File: src/rtl/dmem_arb_if.sv
// Bus bundle between the two requesters, the arbiter and the single-port data
// memory. The slave modport is the arbiter's view; master is everything else.
interface dmem_arb_if #(
    parameter int ADDR_W = 32,
    parameter int DATA_W = 32
);
    // requester side
    logic              req0, req1;
    logic              we0, we1;
    logic [ADDR_W-1:0] addr0, addr1;
    logic [DATA_W-1:0] wdata0, wdata1;
    logic [2:0]        funct3_0, funct3_1;
    logic              gnt0, gnt1;
    logic              done0, done1;
    logic [DATA_W-1:0] rdata0, rdata1;
    logic              err0, err1;
    // memory side
    logic [ADDR_W-1:0] mem_addr;
    logic [DATA_W-1:0] mem_wdata;
    logic [2:0]        mem_funct3;
    logic              mem_write_en, mem_read_en;
    logic [DATA_W-1:0] mem_read_data;

    modport slave (
        input  req0, req1, we0, we1, addr0, addr1, wdata0, wdata1, funct3_0, funct3_1,
        output gnt0, gnt1, done0, done1, rdata0, rdata1, err0, err1,
        output mem_addr, mem_wdata, mem_funct3, mem_write_en, mem_read_en,
        input  mem_read_data
    );

    modport master (
        output req0, req1, we0, we1, addr0, addr1, wdata0, wdata1, funct3_0, funct3_1,
        input  gnt0, gnt1, done0, done1, rdata0, rdata1, err0, err1,
        input  mem_addr, mem_wdata, mem_funct3, mem_write_en, mem_read_en,
        output mem_read_data
    );
endinterface

File: src/rtl/dmem_arbiter.sv
// Two-port arbiter/sequencer in front of the single-port data memory.
// Port 0 = core load/store, port 1 = debug/DMA. One transaction every 3 cycles:
// IDLE (grant) -> ACCESS (memory enable) -> RESP (done + load data).
// Addresses >= MEM_WORDS never reach the memory and complete with err.
// Build option: DMEM_ARB_FIXED_PRIO_EN makes port 0 win every conflict;
// otherwise conflicts are resolved round robin on last_grant.
module dmem_arbiter #(
    parameter int MEM_WORDS = 1024,
    parameter int ADDR_W    = 32,
    parameter int DATA_W    = 32
) (
    input  logic      clk,
    input  logic      reset,
    dmem_arb_if.slave bus
);

    typedef enum logic [1:0] {
        IDLE   = 2'd0,
        ACCESS = 2'd1,
        RESP   = 2'd2
    } state_t;

    state_t            state_q, state_d;
    logic              last_grant_q, last_grant_d;   // port index of the most recent grant
    logic              owner_q, owner_d;
    logic              we_q, we_d;
    logic              oor_q, oor_d;                 // latched out-of-range flag
    logic [ADDR_W-1:0] addr_q, addr_d;
    logic [DATA_W-1:0] wdata_q, wdata_d;
    logic [2:0]        funct3_q, funct3_d;
    logic              mem_we_q, mem_we_d;
    logic              mem_re_q, mem_re_d;
    logic              done_q, done_d;
    logic              err_q, err_d;

    logic              pick1;
    logic              grant_any;
    logic              sel_we;
    logic              sel_oor;
    logic [ADDR_W-1:0] sel_addr;
    logic [DATA_W-1:0] sel_wdata;
    logic [2:0]        sel_funct3;
    logic              done0, done1;
    logic              rd_ok;

    // Pick the winner among the live requests and mux its fields.
    always_comb begin
`ifdef DMEM_ARB_FIXED_PRIO_EN
        pick1 = bus.req1 && !bus.req0;
`else
        pick1 = bus.req1 && (!bus.req0 || !last_grant_q);
`endif
        grant_any  = (state_q == IDLE) && !reset && (bus.req0 || bus.req1);
        sel_we     = pick1 ? bus.we1       : bus.we0;
        sel_addr   = pick1 ? bus.addr1     : bus.addr0;
        sel_wdata  = pick1 ? bus.wdata1    : bus.wdata0;
        sel_funct3 = pick1 ? bus.funct3_1  : bus.funct3_0;
        sel_oor    = sel_addr >= ADDR_W'(MEM_WORDS);
    end

    // Next-state: latch the winner in IDLE, fire memory in ACCESS, respond in RESP.
    always_comb begin
        state_d      = state_q;
        last_grant_d = last_grant_q;
        owner_d      = owner_q;
        we_d         = we_q;
        oor_d        = oor_q;
        addr_d       = addr_q;
        wdata_d      = wdata_q;
        funct3_d     = funct3_q;
        mem_we_d     = 1'b0;
        mem_re_d     = 1'b0;
        done_d       = 1'b0;
        err_d        = 1'b0;
        case (state_q)
            IDLE: begin
                if (grant_any) begin
                    owner_d      = pick1;
                    last_grant_d = pick1;
                    we_d         = sel_we;
                    oor_d        = sel_oor;
                    addr_d       = sel_addr;
                    wdata_d      = sel_wdata;
                    funct3_d     = sel_funct3;
                    // enables are registered so they are high exactly in ACCESS
                    mem_we_d     = !sel_oor && sel_we;
                    mem_re_d     = !sel_oor && !sel_we;
                    state_d      = ACCESS;
                end
            end
            ACCESS: begin
                done_d  = 1'b1;
                err_d   = oor_q;
                state_d = RESP;
            end
            RESP:    state_d = IDLE;
            default: state_d = IDLE;
        endcase
    end

    // All state in one register bank; synchronous active-high reset.
    always_ff @(posedge clk) begin
        if (reset) begin
            state_q      <= IDLE;
            last_grant_q <= 1'b1;
            owner_q      <= 1'b0;
            we_q         <= 1'b0;
            oor_q        <= 1'b0;
            addr_q       <= '0;
            wdata_q      <= '0;
            funct3_q     <= '0;
            mem_we_q     <= 1'b0;
            mem_re_q     <= 1'b0;
            done_q       <= 1'b0;
            err_q        <= 1'b0;
        end else begin
            state_q      <= state_d;
            last_grant_q <= last_grant_d;
            owner_q      <= owner_d;
            we_q         <= we_d;
            oor_q        <= oor_d;
            addr_q       <= addr_d;
            wdata_q      <= wdata_d;
            funct3_q     <= funct3_d;
            mem_we_q     <= mem_we_d;
            mem_re_q     <= mem_re_d;
            done_q       <= done_d;
            err_q        <= err_d;
        end
    end

    // Reset also masks the enables and done in the cycle it is raised, so an
    // interrupted store never reaches the memory and no stale done leaks out.
    assign done0 = done_q && !owner_q && !reset;
    assign done1 = done_q &&  owner_q && !reset;
    assign rd_ok = !we_q && !oor_q;

    assign bus.gnt0   = grant_any && !pick1;
    assign bus.gnt1   = grant_any &&  pick1;
    assign bus.done0  = done0;
    assign bus.done1  = done1;
    assign bus.err0   = done0 && err_q;
    assign bus.err1   = done1 && err_q;
    // memory data is registered, so it is valid in RESP straight from the RAM
    assign bus.rdata0 = (done0 && rd_ok) ? bus.mem_read_data : '0;
    assign bus.rdata1 = (done1 && rd_ok) ? bus.mem_read_data : '0;

    assign bus.mem_addr     = addr_q;
    assign bus.mem_wdata    = wdata_q;
    assign bus.mem_funct3   = funct3_q;
    assign bus.mem_write_en = mem_we_q && !reset;
    assign bus.mem_read_en  = mem_re_q && !reset;

endmodule
File: src/flat_wrapper.sv
// flat-port wrapper written by rule: the top's interface ports become plain ports
module dmem_arbiter_flat 
#(
    parameter int MEM_WORDS = 1024,
    parameter int ADDR_W    = 32,
    parameter int DATA_W    = 32
)
  (clk, reset, bus_req0, bus_req1, bus_we0, bus_we1, bus_addr0, bus_addr1, bus_wdata0, bus_wdata1, bus_funct3_0, bus_funct3_1, bus_gnt0, bus_gnt1, bus_done0, bus_done1, bus_rdata0, bus_rdata1, bus_err0, bus_err1, bus_mem_addr, bus_mem_wdata, bus_mem_funct3, bus_mem_write_en, bus_mem_read_en, bus_mem_read_data);
  dmem_arb_if #(.ADDR_W(ADDR_W), .DATA_W(DATA_W)) bus_i ();
  input  logic clk;
  input  logic reset;
  input wire logic [$bits(bus_i.req0)-1:0] bus_req0;
  input wire logic [$bits(bus_i.req1)-1:0] bus_req1;
  input wire logic [$bits(bus_i.we0)-1:0] bus_we0;
  input wire logic [$bits(bus_i.we1)-1:0] bus_we1;
  input wire logic [$bits(bus_i.addr0)-1:0] bus_addr0;
  input wire logic [$bits(bus_i.addr1)-1:0] bus_addr1;
  input wire logic [$bits(bus_i.wdata0)-1:0] bus_wdata0;
  input wire logic [$bits(bus_i.wdata1)-1:0] bus_wdata1;
  input wire logic [$bits(bus_i.funct3_0)-1:0] bus_funct3_0;
  input wire logic [$bits(bus_i.funct3_1)-1:0] bus_funct3_1;
  output wire logic [$bits(bus_i.gnt0)-1:0] bus_gnt0;
  output wire logic [$bits(bus_i.gnt1)-1:0] bus_gnt1;
  output wire logic [$bits(bus_i.done0)-1:0] bus_done0;
  output wire logic [$bits(bus_i.done1)-1:0] bus_done1;
  output wire logic [$bits(bus_i.rdata0)-1:0] bus_rdata0;
  output wire logic [$bits(bus_i.rdata1)-1:0] bus_rdata1;
  output wire logic [$bits(bus_i.err0)-1:0] bus_err0;
  output wire logic [$bits(bus_i.err1)-1:0] bus_err1;
  output wire logic [$bits(bus_i.mem_addr)-1:0] bus_mem_addr;
  output wire logic [$bits(bus_i.mem_wdata)-1:0] bus_mem_wdata;
  output wire logic [$bits(bus_i.mem_funct3)-1:0] bus_mem_funct3;
  output wire logic [$bits(bus_i.mem_write_en)-1:0] bus_mem_write_en;
  output wire logic [$bits(bus_i.mem_read_en)-1:0] bus_mem_read_en;
  input wire logic [$bits(bus_i.mem_read_data)-1:0] bus_mem_read_data;
  assign bus_i.req0 = bus_req0;
  assign bus_i.req1 = bus_req1;
  assign bus_i.we0 = bus_we0;
  assign bus_i.we1 = bus_we1;
  assign bus_i.addr0 = bus_addr0;
  assign bus_i.addr1 = bus_addr1;
  assign bus_i.wdata0 = bus_wdata0;
  assign bus_i.wdata1 = bus_wdata1;
  assign bus_i.funct3_0 = bus_funct3_0;
  assign bus_i.funct3_1 = bus_funct3_1;
  assign bus_gnt0 = bus_i.gnt0;
  assign bus_gnt1 = bus_i.gnt1;
  assign bus_done0 = bus_i.done0;
  assign bus_done1 = bus_i.done1;
  assign bus_rdata0 = bus_i.rdata0;
  assign bus_rdata1 = bus_i.rdata1;
  assign bus_err0 = bus_i.err0;
  assign bus_err1 = bus_i.err1;
  assign bus_mem_addr = bus_i.mem_addr;
  assign bus_mem_wdata = bus_i.mem_wdata;
  assign bus_mem_funct3 = bus_i.mem_funct3;
  assign bus_mem_write_en = bus_i.mem_write_en;
  assign bus_mem_read_en = bus_i.mem_read_en;
  assign bus_i.mem_read_data = bus_mem_read_data;
  dmem_arbiter #(.MEM_WORDS(MEM_WORDS), .ADDR_W(ADDR_W), .DATA_W(DATA_W)) u_core (.clk(clk), .reset(reset), .bus(bus_i));
endmodule
File: config.mk
export PLATFORM = sky130hd
export DESIGN_NAME = dmem_arbiter_flat
export DESIGN_NICKNAME = d
export VERILOG_FILES = /design/src/rtl/dmem_arb_if.sv /design/src/rtl/dmem_arbiter.sv /design/src/flat_wrapper.sv
export SDC_FILE = /design/constraint.sdc
export NUM_CORES = 1
export LEC_CHECK = 0
export CAP_MARGIN = 15
export CORE_MARGIN = 3
export CORE_UTILIZATION = 30
export CTS_BUF_LIST = sky130_fd_sc_hd__clkbuf_4
export CTS_CLUSTER_DIAMETER = 150
export CTS_CLUSTER_SIZE = 16
export DETAILED_ROUTE_END_ITERATION = 7
export PLACE_DENSITY_LB_ADDON = 0.25
export SKIP_LAST_GASP = 1
export SYNTH_ARGS = -nofsm -noshare
export SYNTH_HDL_FRONTEND = slang
export SYNTH_SLANG_ARGS = --single-unit
File: constraint.sdc
create_clock -name clk -period 2.1 [get_ports clk]
set_input_delay 0.315 -clock clk [delete_from_list [all_inputs] [get_ports clk]]
set_output_delay 0.315 -clock clk [all_outputs]
set_load 0.02 [all_outputs]
==> impl_metrics.toml <==
[clock_network]
clk_latency_ns = 0.44
clock_path_buffers = 2
numCtsBuffers = 9
path_clk_slew_ns = 0.14
cts_root_buffer = "clkbuf_4"
cts_tree = "done"
cts_sinks = 77
htree_num_levels = 3

[placed_design]
gp_congestion = 0.867
placed_cell_area_um2 = 7450
io_buffers = 310
dpl.hpwl_um = 12700

[power_and_ir_drop]
power_uw = 4120
vdd_ir_drop_max_mv = 0.384
p_leak_uw = 0.00308
power_per_cell_area_nw_per_um2 = 534

[grt]
antenna_found_initial = 2
track_usage_pct = 20.3
grt_max_degree = 98
grt_remaining_overflow = 0
grt_pass1_vias = 4693
grt_pass1_wl_um = 24000

[floorplan]
die_w_um = 123
coreArea_um2 = 13300
die_h_um = 123
start_util_pct = 30.9
ios = 311
fp-row-count = 42
die_area_um2 = 15200

[detailed_routing]
wire_per_inst_um = 16.5
drt_first_pass_iters = 4
initialDrtViolationCount = 203
viasPerCell = 4.86
drc_errors = 0
drt_wl_total_um = 16400
antenna_left = 0
num_vias = 4821

[status]
run_status = "complete, no violations"

[sta]
maxSlewViolCount = 0
rsz0062_at_grt = "yes"
setup_violations = 0
layout_worst_path_cycle_share_pct = 98.8
relSlewSlack_pct = 66.5
worst_pin_slew_ns = 0.502
clock_skew_ns = 0.0284
max_freq_ghz = 0.482
period_minus_slack_ns = 2.07
hold_violations = 0

[worst_setup_path]
reg2reg_slack_ns = 0.14
r2r_start = "u_core.state_q[0]"
end_kind = "output port"
worstPathMaxFanout = 8
rr_endpoint = "u_core.bus.mem_wdata[1]"
crit_path_start_kind = "flop"
critical_path_class = "flop to output port"
r2r_cells = 6
required_ns = 1.78
arrival_ns = 1.76

[synth]
synthAdderAreaFrac_pct = 0
synth_fp_nets = 675
synth_compound_area_share_pct = 22.8
ys_ff_latch = 77
synthMuxAreaShare_pct = 0.515
syn_area_per_cell_um2 = 8.20
synth_top_family_by_area = "simple AND/OR/NAND/NOR gates"
synth_flop_cell = "dfxtp_1"
syn_inst = 503
synthesis.area_um2 = 4130
yosys_warnings = 0
ys_async_sr_fraction_pct = 0
synth-edff-count = 0
ys_seq_area_share_pct = 37.4
synth_simple_gate_area_share_pct = 33.3
ys_types = 30
synth-xor-area-share_pct = 0

[finish]
design_area_um2 = 7720
finish.utilization_pct = 57.9
layout_common_cells = "239 x clkdlybuf4s50_1, 135 x nand2_1, 76 x dfxtp_1, 74 x nor2_1, 53 x buf_4"
syn_to_final_growth_pct = 87.2
drive_above_1_share_pct = 23.7
final_common_cell = "clkdlybuf4s50_1"
nets = 981

[flow_run]
cap_violations = 0

[hold_path]
min_path_cells = 3
holdPathEnd = "u_core.bus.mem_wdata[3]"
hp-start = "bus_wdata0[3]"
hold_path.class = "primary input to flop"
-- worst max-delay path by stage --
| stage | from | to | slack (ns) | cells past startpoint |
|---|---|---|---|---|
| after floorplan | u_core.owner_q | bus_rdata0[10] | 0.22 | 4 |
| after global placement | bus_req0 | bus_gnt0 | -0.51 | 6 |
| after detailed placement | bus_req1 | bus_gnt0 | -0.52 | 6 |
| after CTS | u_core.owner_q | bus_rdata1[4] | -0.11 | 6 |
| after global routing | u_core.owner_q | bus_rdata0[10] | -0.09 | 6 |
| final | u_core.owner_q | bus_rdata0[10] | 0.03 | 6 |
-- routing by layer --
layer  up-vias  routed length, um  global-route usage [%]
li1       2342                  -                       -
met5         -                  0                       0
met3        16               1630                    7.59
met1      2248               6060                    22.1
met4         0                263                    6.85
met2       215               8460                    36.3
-- synth_stat cells, types with 2 or more instances --
cell	n	area share, %
a211oi_1	3	0.55
a21oi_1	2	0.24
a311oi_1	18	3.8
a311oi_2	48	17
and2_1	67	10
buf_2	5	0.61
buf_4	6	1.1
buf_6	6	1.6
clkbuf_1	27	2.5
dfxtp_1	77	37
nand2_1	135	12
nand4_1	3	0.45
nor2_1	74	6.7
nor2b_1	2	0.30
nor3_1	3	0.36
nor3b_1	6	1.1
nor4_1	8	1.2
-- cells by family after synthesis --
logic type      count (synthesis)
simple gates                  302
flops                          77
buf+inv                        47
compound gates                 75
mux                             2
-- cell type report --
type | count | area (um^2)
Antenna cell | 2 | 5.00
Clock buffer | 10 | 75.1
Clock inverter | 6 | 86.3
Fill cell | 1206 | 5620
Inverter | 2 | 10.0
Multi-Input combinational cell | 379 | 2440
Sequential cell | 77 | 1540
Tap cell | 176 | 220
Timing Repair Buffer | 340 | 3340
-- repair_timing --
item                                    4_1_cts  5_1_grt
endpoints found under the setup margin       67       70
pin swaps                                     1        8
gates cloned                                  2        1
resized for setup                           299       97
buffers inserted                              5        0
hold buffers                                  0        0
-- metrics by stage --
step           TNS, ns  hold WS, ns  setup WS (ns)  instances
5_1_grt          -2.99        0.395        -0.0946        992
2_1_floorplan        0        0.398          0.221        503
3_3_place_gp    -25.54        0.467         -0.510        969
6_report             0        0.434         0.0256        992
4_1_cts          -2.15        0.386         -0.114        992
3_5_place_dp    -28.72        0.469         -0.519        969
-- sequential cells by signal, summed over array words and instances (netlist names), 2 cells and up --
register               flops
u_core.bus.mem_addr       32
u_core.state_q             2
u_core.bus.mem_wdata      32
u_core.bus.mem_funct3      3
-- power breakdown --
part	total [uW]	switching, uW	internal, uW
clock network	1050	556	497
registers	1670	73.7	1590
logic	1400	669	733
-- critical path, stage by stage (launching register included) --
cell	delay, ns
dfxtp_2	0.35
nor3b_4	0.19
nor3b_4	0.26
buf_6	0.15
clkbuf_16	0.14
and2_1	0.14
buf_6	0.12
(Power assumes the default switching activity.)
